### config.mk
export PLATFORM = sky130hd
export DESIGN_NAME = claw_sequencer
export DESIGN_NICKNAME = d
export VERILOG_FILES = /design/src/rtl/claw_pkg.sv /design/src/rtl/claw_sequencer_phase_timer.sv /design/src/rtl/claw_sequencer.sv
export SDC_FILE = /design/constraint.sdc
export NUM_CORES = 1
export LEC_CHECK = 0
export CORE_MARGIN = 8
export CORE_UTILIZATION = 30
export CTS_CLUSTER_DIAMETER = 150
export DETAILED_ROUTE_END_ITERATION = 8
export PLACE_DENSITY = 0.51
export SLEW_MARGIN = 20
export SYNTH_ARGS = -nofsm -noshare
export SYNTH_HDL_FRONTEND = slang
export SYNTH_SLANG_ARGS = --single-unit
### constraint.sdc
create_clock -name clk -period 4.3 [get_ports clk]
set_input_delay 0.86 -clock clk [delete_from_list [all_inputs] [get_ports clk]]
set_output_delay 0.86 -clock clk [all_outputs]
set_load 0.02 [all_outputs]
### src/rtl/claw_pkg.sv
// Shared claw definitions: sequencer state codes and the navigation command
// code that requests a pick.
package claw_pkg;

  typedef enum logic [2:0] {
    S_IDLE    = 3'd0,
    S_EXTEND  = 3'd1,
    S_GRIP    = 3'd2,
    S_RETRACT = 3'd3,
    S_DONE    = 3'd4,
    S_FAULT   = 3'd5
  } claw_state_e;

  localparam logic [2:0] PICK_BOX = 3'b101;

endpackage

### src/rtl/claw_sequencer_phase_timer.sv
// phase_timer: per-phase cycle counter. Cleared on every state entry,
// counts while enabled and saturates at the terminal count. tc is high
// in the tc_val-th cycle after a clear (count == tc_val-1).
module phase_timer #(
  parameter int W = 10
) (
  input  logic         clk,
  input  logic         rst,
  input  logic         clear,
  input  logic         enable,
  input  logic [W-1:0] tc_val,
  output logic         tc
);

  logic [W-1:0] cnt;

  assign tc = (cnt == (tc_val - W'(1)));

  // Count up while enabled, hold at terminal count, clear on request.
  always_ff @(posedge clk) begin
    if (rst || clear)        cnt <= '0;
    else if (enable && !tc)  cnt <= cnt + W'(1);
  end

endmodule

### src/rtl/claw_sequencer.sv
// claw_sequencer: extend / grip / retract sequencer for the box claw.
// Optional feature: define CLAW_RETRY_EN to allow a single re-grip after
// the first grip miss of a sequence (default build: first miss faults).
import claw_pkg::*;

module claw_sequencer #(
  parameter int TIMEOUT_CYCLES = 1000,
  parameter int GRIP_CYCLES    = 50
) (
  input  logic       clk,
  input  logic       rst,
  input  logic       extend_claws,
  input  logic       stop,
  input  logic       limit_ext,
  input  logic       limit_ret,
  input  logic       grip_sensor,
  output logic       motor_extend,
  output logic       motor_retract,
  output logic       grip_close,
  output logic       pick_done,
  output logic       pick_fail,
  output logic       busy,
  output logic [2:0] seq_state
);

  localparam int MAXC = (TIMEOUT_CYCLES > GRIP_CYCLES) ? TIMEOUT_CYCLES : GRIP_CYCLES;
  localparam int W    = $clog2(MAXC + 1);

  claw_state_e state, nxt;
  logic        abort_q, abort_d;   // retract was caused by stop dropping
  logic        restart;            // re-grip: clear timer without state change
  logic        tc, tmr_en, tmr_clr;
  logic [W-1:0] tc_val;
`ifdef CLAW_RETRY_EN
  logic        retry_q, retry_d;   // re-grip already used this sequence
  logic        regrip_q, regrip_d; // first cycle of the re-grip: jaws open
`endif

  assign tc_val  = (state == S_GRIP) ? W'(GRIP_CYCLES) : W'(TIMEOUT_CYCLES);
  assign tmr_en  = (state == S_EXTEND) || (state == S_GRIP) || (state == S_RETRACT);
  assign tmr_clr = (nxt != state) || restart;

  phase_timer #(.W(W)) u_timer (
    .clk    (clk),
    .rst    (rst),
    .clear  (tmr_clr),
    .enable (tmr_en),
    .tc_val (tc_val),
    .tc     (tc)
  );

  // State and sequence flags.
  always_ff @(posedge clk) begin
    if (rst) begin
      state    <= S_IDLE;
      abort_q  <= 1'b0;
`ifdef CLAW_RETRY_EN
      retry_q  <= 1'b0;
      regrip_q <= 1'b0;
`endif
    end else begin
      state    <= nxt;
      abort_q  <= abort_d;
`ifdef CLAW_RETRY_EN
      retry_q  <= retry_d;
      regrip_q <= regrip_d;
`endif
    end
  end

  // Next state, flag updates and Moore-decoded outputs.
  always_comb begin
    nxt           = state;
    abort_d       = abort_q;
    restart       = 1'b0;
`ifdef CLAW_RETRY_EN
    retry_d       = retry_q;
    regrip_d      = 1'b0;
`endif
    motor_extend  = 1'b0;
    motor_retract = 1'b0;
    grip_close    = 1'b0;
    pick_done     = 1'b0;
    pick_fail     = 1'b0;
    busy          = (state != S_IDLE);
    seq_state     = state;

    // Both limits at once means a broken switch: fault from anywhere active.
    if (state != S_IDLE && limit_ext && limit_ret) begin
      nxt = S_FAULT;
    end else begin
      case (state)
        S_IDLE: begin
          abort_d = 1'b0;
`ifdef CLAW_RETRY_EN
          retry_d = 1'b0;
`endif
          if (extend_claws && stop) nxt = S_EXTEND;
        end
        S_EXTEND: begin
          if (!stop) begin
            nxt     = S_RETRACT;
            abort_d = 1'b1;
          end else if (limit_ext) nxt = S_GRIP;
          else if (tc)            nxt = S_FAULT;
        end
        S_GRIP: begin
          if (!stop) begin
            nxt     = S_RETRACT;
            abort_d = 1'b1;
          end else if (tc) begin
            if (grip_sensor) nxt = S_RETRACT;
`ifdef CLAW_RETRY_EN
            else if (!retry_q) begin
              restart  = 1'b1;
              retry_d  = 1'b1;
              regrip_d = 1'b1;
            end
`endif
            else nxt = S_FAULT;
          end
        end
        S_RETRACT: begin
          // Slip only matters when we are actually carrying a box.
          if (!abort_q && !grip_sensor) nxt = S_FAULT;
          else if (limit_ret)           nxt = abort_q ? S_FAULT : S_DONE;
          else if (tc)                  nxt = S_FAULT;
        end
        S_DONE:  if (!extend_claws) nxt = S_IDLE;
        S_FAULT: if (!extend_claws) nxt = S_IDLE;
        default: nxt = S_IDLE;
      endcase
    end

    case (state)
      S_EXTEND:  motor_extend  = 1'b1;
      S_GRIP: begin
`ifdef CLAW_RETRY_EN
        grip_close = !regrip_q;
`else
        grip_close = 1'b1;
`endif
      end
      S_RETRACT: begin
        motor_retract = 1'b1;
        grip_close    = !abort_q;
      end
      S_DONE: begin
        grip_close = 1'b1;
        pick_done  = 1'b1;
      end
      S_FAULT:   pick_fail = 1'b1;
      default:   ;
    endcase
  end

endmodule

## Yosys cells after proc, flatten, opt, wreduce, memory -nomap -nowiden

Index checks and enable logic that the tools add are counted.

| storage, ports and cells | value |
|---|---|
| output and inout bits | 9 |
| register bits | 14 |
| bits of input ports | 7 |
| logic and storage cells | 53 |

| cells by class | value |
|---|---|
| bitwise operators | 1 |
| multiplexer cells | 21 |
| eq/ne operators | 8 |
| reduce and logical (&&, ||, !) cells | 18 |
| $add $sub $neg | 2 |

Operators by type and width:

| cell | count |
|---|---|
| $mux 3 | 11 |
| $pmux 3 s5 | 1 |
| $add 10x1->10 const B | 1 |
| $eq 10x10->1 | 1 |
| $mux 10 | 1 |
| $sub 10x1->10 const B | 1 |
| $eq 3x2->1 const B | 2 |
| $eq 3x3->1 const B | 2 |
| $mux 1 | 6 |
| $reduce_or 2->1 | 3 |
| $logic_and 1x1->1 | 5 |
| $pmux 1 s2 | 2 |
| $eq 3x1->1 const B | 1 |
| $logic_not 1->1 | 3 |
| $logic_not 3->1 | 1 |
| $logic_or 1x1->1 | 3 |
| $ne 3x3->1 | 1 |
| $reduce_and 3->1 | 1 |
| $reduce_bool 3->1 | 1 |
| $ne 2x2->1 const B | 1 |
| $reduce_bool 2->1 | 1 |
| $not 1->1 | 1 |

## Longest topological paths before layout

Gate-level depths: netlist of the first run.

| depth | value |
|---|---|
| word-level depth | 11 |
| gate-level depth with buffers | 8 |
| gate-level depth less buffers | 6 |

## Modules after synthesis

Synthesis of the first run repeated with hierarchy kept, for this count alone.

| unflattened totals | value |
|---|---|
| cell total of the unflattened synthesis | 183 |
| area, all modules | 1425.1 um2 |

By module, submodules not included:

| module | seq. area each (um2) | cells an instance | times used | area each (um2) |
|---|---|---|---|---|
| phase_timer | 200.2 | 115 | 1 | 928.4 |
| claw_sequencer | 80.1 | 68 | 1 | 496.7 |

## Worst setup path after synthesis of the first run

OpenSTA, ideal clock, no wires.

| timing path | value |
|---|---|
| kind | input-to-reg |
| start point | input port limit_ret |
| end point | register u_timer.cnt[0] |
| library setup time | 138 ps |
| data required time | 4162 ps |
| path buffers | 1 |
| cell stages on the path | 7 |
| arrival time | 2113 ps |
| path slack | 2049 ps |
| cells stage by stage | clkbuf_1 -> o211a_1 -> a31oi_1 -> o31ai_1 -> o31a_1 -> o211ai_2 -> nor3_1 |

| on the way | value |
|---|---|
| longest elaborated chain between the ends | 6 |
| elaborated cells between the ends (all ways) | 7 |
| classes of those cells | 1 x eq/ne; 4 x mux; 2 x reduce/logical |

RTL lines:

| what | RTL line | source |
|---|---|---|
| from (decl) | claw_sequencer.sv:15 | `input logic limit_ret,` |
| $mux 3 | claw_sequencer.sv:126 | `else if (limit_ret) nxt = abort_q ? S_FAULT : S_DONE;` |
| $mux 3 | claw_sequencer.sv:125 | `if (!abort_q && !grip_sensor) nxt = S_FAULT;` |
| $pmux 3 s5 | claw_sequencer.sv:92 | `case (state)` |
| $mux 3 (*) | claw_sequencer.sv:89 | `if (state != S_IDLE && limit_ext && limit_ret) begin` |
| $ne 3x3->1 (*) | claw_sequencer.sv:41 | `assign tmr_clr = (nxt != state) \|\| restart;` |
| $logic_or 1x1->1 (*) | claw_sequencer_phase_timer.sv:21 | `if (rst \|\| clear) cnt <= '0;` |
| to (signal assigned) | claw_sequencer_phase_timer.sv:22 | `else if (enable && !tc) cnt <= cnt + W'(1);` |
| to (decl) | claw_sequencer_phase_timer.sv:15 | `logic [W-1:0] cnt;` |

Every way passes the cells marked *; elsewhere a longest branch is shown, timed or not.
A chain may end at the register's enable or synchronous reset.

## Final worst setup path of the first run

| timing path | value |
|---|---|
| start point | register state[0] (netlist: seq_state[0]) |
| end point | output port pick_fail |

| on the way | value |
|---|---|
| longest elaborated chain between the ends | 2 |

RTL lines:

| what | RTL line | source |
|---|---|---|
| from (decl) | claw_sequencer.sv:29 | `claw_state_e state, nxt;` |
| from (signal assigned) | claw_sequencer.sv:62 | `state <= nxt;` |
| $eq 3x3->1 | claw_sequencer.sv:135 | `case (state)` |
| $mux 1 | claw_sequencer.sv:135 |  |
| to (decl) | claw_sequencer.sv:21 | `output logic pick_fail,` |

Every way passes these cells.

==> flow_summary.yaml, run 1 <==
sta:
  finalCritPeriodShare: 0.717
  slew_violations: 0
  timing.final.ws_setup_ns: 1.22
  max_slew_margin: 0.524
  setup_tns_ns: 0
  worstMarginPinSlew_ns: 0.713
  rsz0062_at_grt: "false"
  hold_violations: 0
  min_period_ns: 3.08
  final-setup-viol-count: 0
  fin_skew_ns: 0.00116
  fmax_ghz: 0.324
clock_network:
  tritoncts: "done"
  ctsLongestPathBuffers: 2
  cts_buffers: 3
  cts_root_buf: "clkbuf_4"
  post_cts_resized: 0
  clk_latency_ns: 0.28
  postCtsSetupRepairBufs: 0
  ctsHoldBuffers: 0
  cts.sinks: 14
  ctsHtreeMaxLevel: 1
  clkTransAtPathRegs_ns: 0.09
synth:
  synthTopCellsByArea: "dfxtp_1, nor3_1, nor2_1"
  yosysSeqAreaShare: 0.255
  synth.net_count: 150
  synth_commonest_cells: "nor2_1, nor3_1, dfxtp_1"
  synth_edf_count: 0
  synth-seq-cells: 14
  synth.most_common_cell: "nor2_1"
  ys_types: 48
  yosysTopAreaCell: "dfxtp_1"
  synth_top_area_frac: 0.255
  yosysWarnings: 0
  synth_area_per_cell_um2: 7.73
  postSynth.asyncResetShare: 0
  netlist_instances: 142
  synth_ff_type: "dfxtp_1"
  syn_area_mm2: 0.00110
routing:
  drt_first_pass_iters: 4
  viasPerCell: 5.30
  via_count: 1065
  totalWireLength_mm: 2.76
  wl_per_cell_um: 13.7
  drt_iter0_drc: 130
  drc: 0
  ant_nets: 0
flow_run:
  drv_cap: 0
worst_setup_path:
  crit_fanout: 19
  worstSetupEndpoint: "pick_fail"
  reg2reg_from: "seq_state[1]$_SDFF_PP0_"
  slowest_stage: "dfxtp_1"
  cp-end-kind: "primary output"
  worst-setup-path-type: "flop to primary output"
  arrival_ns: 2.22
  slowest_delay_ns: 0.79
  ff2ff_path_depth: 6
  worst_ep_required_time_ns: 3.44
  r2r-end: "u_timer.cnt[0]$_SDFFE_PP0P_"
  critPathLaunch: "seq_state[0]$_SDFF_PP0_"
  r2r_setup_slack_ns: 1.89
  path_cells: "inv_1, nor3_1, clkdlybuf4s50_1"
  critical_path.startpoint_type: "flop"
grt:
  grt_pass1_wl_mm: 4.88
  antenna_found_initial: 0
  grt_max_degree: 20
  grt_overflow_total: 0
  gr-usage-all-layers: 0.0976
  first_global_vias: 1080
power_and_ir_drop:
  vdd_drop_max_uv: 143
  power_leakage_nw: 0.456
  power.density_mw_per_mm2: 414
cells_and_area:
  multiInputGateArea_um2: 753
  layout-drive-gt1-share: 0.105
  n_fill_cell: 395
  regArea_um2: 280
  final_net_count: 162
  antennaDiodeCount: 0
  area_growth_pct: 18.4
placement:
  place_ws_ns: 1.36
  portBuffers: 15
  place_congestion: 0.825
  dp_hpwl_mm: 2.04
floorplanning:
  die_area_mm2: 0.00585
  initial_utilization: 0.307
  std_cell_rows: 22
  core_area_mm2: 0.00358
  dieHeight_um: 76.5
  io_pins: 16
  die_w_um: 76.5
min_path:
  hold_path_class: "flop to flop"
run_status:
  status: "completed"
[state kept, by name (all words and copies together), names as in the netlist]
name,cells
abort_q,1
seq_state,3
u_timer.cnt,10
[worst min path at each step]
stage                                     start                          end  slack, ns  cells past startpoint
floorplan                  abort_q$_SDFFE_PP0P_         abort_q$_SDFFE_PP0P_       0.52                      2
global placement    u_timer.cnt[1]$_SDFFE_PP0P_  u_timer.cnt[1]$_SDFFE_PP0P_       0.55                      2
detailed placement  u_timer.cnt[7]$_SDFFE_PP0P_  u_timer.cnt[7]$_SDFFE_PP0P_       0.55                      2
CTS                 u_timer.cnt[7]$_SDFFE_PP0P_  u_timer.cnt[7]$_SDFFE_PP0P_       0.57                      2
global route        u_timer.cnt[7]$_SDFFE_PP0P_  u_timer.cnt[7]$_SDFFE_PP0P_       0.61                      2
finish              u_timer.cnt[7]$_SDFFE_PP0P_  u_timer.cnt[7]$_SDFFE_PP0P_       0.57                      2
[critical path: cells and delay by family (launching register included)]
family	cells	cell delay, ns
buf+inv	2	0.91
flops	1	0.79
simple gates	1	0.24
[cells by family after synthesis]
family,synth area share
compound gates,0.230
xor+xnor,0.0718
fa+ha+maj,0.0114
buf+inv,0.0581
flops,0.255
mux,0.00912
simple gates,0.364
[metrics by stage]
step	std cells	total power, W	hold WS [ns]	cell area, um2	utilization
after global routing	201	0.000583	0.607	1300	0.363
after CTS	201	0.000541	0.567	1300	0.363
after floorplan	142	0.000367	0.516	1100	-
after detailed placement	197	0.000444	0.551	1260	0.353
final	201	0.000538	0.566	1300	0.363
after global placement	197	0.000443	0.549	1260	0.353
[where the power goes]
| part | switching [W] | total (W) | internal, W |
|---|---|---|---|
| registers | 0.0000414 | 0.000182 | 0.000140 |
| logic | 0.000148 | 0.000259 | 0.000111 |
| clock network | 0.0000457 | 0.0000972 | 0.0000515 |
| total | 0.000235 | 0.000538 | 0.000302 |
[final cells by class]
| class | count | share of cell area |
|---|---|---|
| Timing Repair Buffer | 15 | 0.116 |
| Sequential cell | 14 | 0.216 |
| Multi-Input combinational cell | 115 | 0.580 |
| Tap cell | 48 | 0.0462 |
| Inverter | 5 | 0.0145 |
| Clock buffer | 4 | 0.0279 |
[placed cells by master (no fill, tap or decap), drive strengths merged, types with 2 or more instances in the layout]
master / n
nand4: 2
clkdlybuf4s50: 15
xnor2: 6
nor2b: 3
clkbuf: 4
nor2: 22
and3: 2
nor4: 2
a21oi: 11
nand3: 4
o211ai: 3
a31oi: 3
nor3b: 3
inv: 5
nand2: 8
o31ai: 2
nand2b: 2
o21ai: 5
dfxtp: 14
xor2: 3
o211a: 2
nor3: 17
[per-layer routing]
metal  wire length, um  track usage  up-vias
li1                  -            -      532
met1              1310        0.119      492
met2              1260        0.158       37
met3               161       0.0259        4
met4                29       0.0404        0
met5                 0            0        -
(Power assumes the default switching activity.)
==> inputs of run 2 (changes only) <==
--- a/config.mk
+++ b/config.mk
@@ -9,7 +9,7 @@
 export CORE_UTILIZATION = 30
 export CTS_CLUSTER_DIAMETER = 150
 export DETAILED_ROUTE_END_ITERATION = 8
-export PLACE_DENSITY = 0.51
+export PLACE_DENSITY = 0.53
 export SLEW_MARGIN = 20
 export SYNTH_ARGS = -nofsm -noshare
 export SYNTH_HDL_FRONTEND = slang
==> constraint.sdc (replaced) <==
create_clock -name clk -period 2.6 [get_ports clk]
set_input_delay 0.52 -clock clk [delete_from_list [all_inputs] [get_ports clk]]
set_output_delay 0.52 -clock clk [all_outputs]
set_load 0.02 [all_outputs]
==> run 2 against run 1 <==
Effect of this change:
- non-clock buffer count up 8
- worst hold slack improved by 0.0082 ns
- flip-flop and latch count stayed put
- critical path depth up 1
- combinational power rose by 91%
- largest cell class unchanged
- final cell count is 3.5% higher
- total power increased by 65%
==> flow_summary.yaml, run 2 (synthesis gave the netlist of run 1 again) <==
clock_network:
  cts_root_buf: "clkbuf_4"
  cts.sinks: 14
  ctsLongestPathBuffers: 2
  ctsHoldBuffers: 0
  clkTransAtPathRegs_ns: 0.08
  postCtsSetupRepairBufs: 0
  cts_buffers: 3
  post_cts_resized: 0
  clk_latency_ns: 0.27
  tritoncts: "done"
  ctsHtreeMaxLevel: 1
worst_setup_path:
  r2r-end: "u_timer.cnt[8]$_SDFFE_PP0P_"
  path_buf_inv: 2
  critPathLaunch: "seq_state[2]$_SDFF_PP0_"
  critical_path.startpoint_type: "flop"
  worstSetupEndpoint: "grip_close"
  slowest_stage: "dfxtp_1"
  worst_ep_required_time_ns: 2.08
  crit_fanout: 9
  critical_path_depth: 4
  arrival_ns: 1.85
  path_delay_family: "buffers and inverters"
  cp-end-kind: "primary output"
  ff2ff_path_depth: 7
  worst-setup-path-type: "flop to primary output"
  r2r_setup_slack_ns: 0.47
  reg2reg_from: "seq_state[2]$_SDFF_PP0_"
  path_cells: "inv_2, nand2_1, o22ai_1, clkdlybuf4s50_1"
  slowest_delay_ns: 0.61
grt:
  gr-usage-all-layers: 0.0961
  grt_overflow_total: 0
  antenna_found_initial: 0
  grt_max_degree: 13
  first_global_vias: 1020
  grt_pass1_wl_mm: 4.83
routing:
  drt_iter0_drc: 93
  drt_first_pass_iters: 4
  totalWireLength_mm: 2.88
  drc: 0
  viasPerCell: 5.18
  wl_per_cell_um: 13.8
  via_count: 1077
  ant_nets: 0
sta:
  timing.final.ws_setup_ns: 0.234
  rsz0062_at_grt: "false"
  finalCritPeriodShare: 0.910
  fmax_ghz: 0.423
  min_period_ns: 2.37
  slew_violations: 0
  setup_tns_ns: 0
  worstMarginPinSlew_ns: 0.550
  final-setup-viol-count: 0
  max_slew_margin: 0.630
  hold_violations: 0
  fin_skew_ns: 0.00965
floorplanning:
  dieHeight_um: 76.5
  die_area_mm2: 0.00585
  initial_utilization: 0.307
  io_pins: 16
  die_w_um: 76.5
  core_area_mm2: 0.00358
  std_cell_rows: 22
placement:
  portBuffers: 15
  place_congestion: 0.892
  dp_hpwl_mm: 2.25
  place_ws_ns: 0.131
cells_and_area:
  area_growth_pct: 22.7
  layout-drive-gt1-share: 0.150
  largest-register: "u_timer.cnt"
  n_fill_cell: 386
  layout_common_cells: "nor2_1, nor3_1, clkdlybuf4s50_1"
  largest_reg_flops: 10
  antennaDiodeCount: 0
  final_net_count: 170
  mostFrequentLayoutCell: "nor2_1"
power_and_ir_drop:
  vdd_drop_max_uv: 223
  power.density_mw_per_mm2: 657
  power_leakage_nw: 0.490
min_path:
  hold_path_class: "flop to flop"
run_status:
  status: "completed"
flow_run:
  drv_cap: 0
## run 2: cell types whose count changed in the layout (fill, tap and decap cells not counted), sizes merged
cell    change
clkbuf      -1
buf         +8
## run 2: metrics by stage
step | hold slack [ns] | instance area (um2) | utilization | total power [W] | std cells
2_1_floorplan | 0.516 | 1100 | - | 0.000607 | 142
3_3_place_gp | 0.555 | 1320 | 0.370 | 0.000775 | 205
3_5_place_dp | 0.547 | 1320 | 0.370 | 0.000771 | 205
4_1_cts | 0.566 | 1350 | 0.376 | 0.000887 | 208
5_1_grt | 0.601 | 1350 | 0.376 | 0.000950 | 208
6_report | 0.575 | 1350 | 0.376 | 0.000884 | 208
## run 2: tightest hold or removal path, cell delays in order, from the launching register on
cell	delay [ns]
dfxtp_1	0.34
mux2i_1	0.14
nor3_1	0.05
## run 2: worst min path at each step
stage	cells after the start	end	slack, ns	startpoint
finish	2	u_timer.cnt[1]$_SDFFE_PP0P_	0.57	u_timer.cnt[1]$_SDFFE_PP0P_
global route	2	u_timer.cnt[7]$_SDFFE_PP0P_	0.60	u_timer.cnt[7]$_SDFFE_PP0P_
CTS	2	u_timer.cnt[1]$_SDFFE_PP0P_	0.57	u_timer.cnt[1]$_SDFFE_PP0P_
detailed placement	2	u_timer.cnt[1]$_SDFFE_PP0P_	0.55	u_timer.cnt[1]$_SDFFE_PP0P_
global placement	2	u_timer.cnt[7]$_SDFFE_PP0P_	0.56	u_timer.cnt[7]$_SDFFE_PP0P_
floorplan	2	abort_q$_SDFFE_PP0P_	0.52	abort_q$_SDFFE_PP0P_
## run 2: area by class of cell
type,instances,area [um2],share of cell area
clock buffer,3,22.5,0.0167
inverter,5,18.8,0.0139
multi-input combinational,115,753,0.559
sequential,14,282,0.209
tap,48,60.1,0.0446
timing repair buffer,23,210,0.156
## run 2: power breakdown
group / switching [W] / internal [W] / total [W]
clock: 0.0000623 / 0.0000535 / 0.000116
sequential: 0.0000414 / 0.000233 / 0.000275
combinational: 0.000284 / 0.000210 / 0.000494
total: 0.000387 / 0.000497 / 0.000884
## run 2: per-layer routing
metal,share of wire,global-route usage,routed length [um]
met2,0.48,0.162,1370
met5,0,0,0
met3,0.027,0.0153,79
met1,0.49,0.117,1410
met4,0.0059,0.0404,17
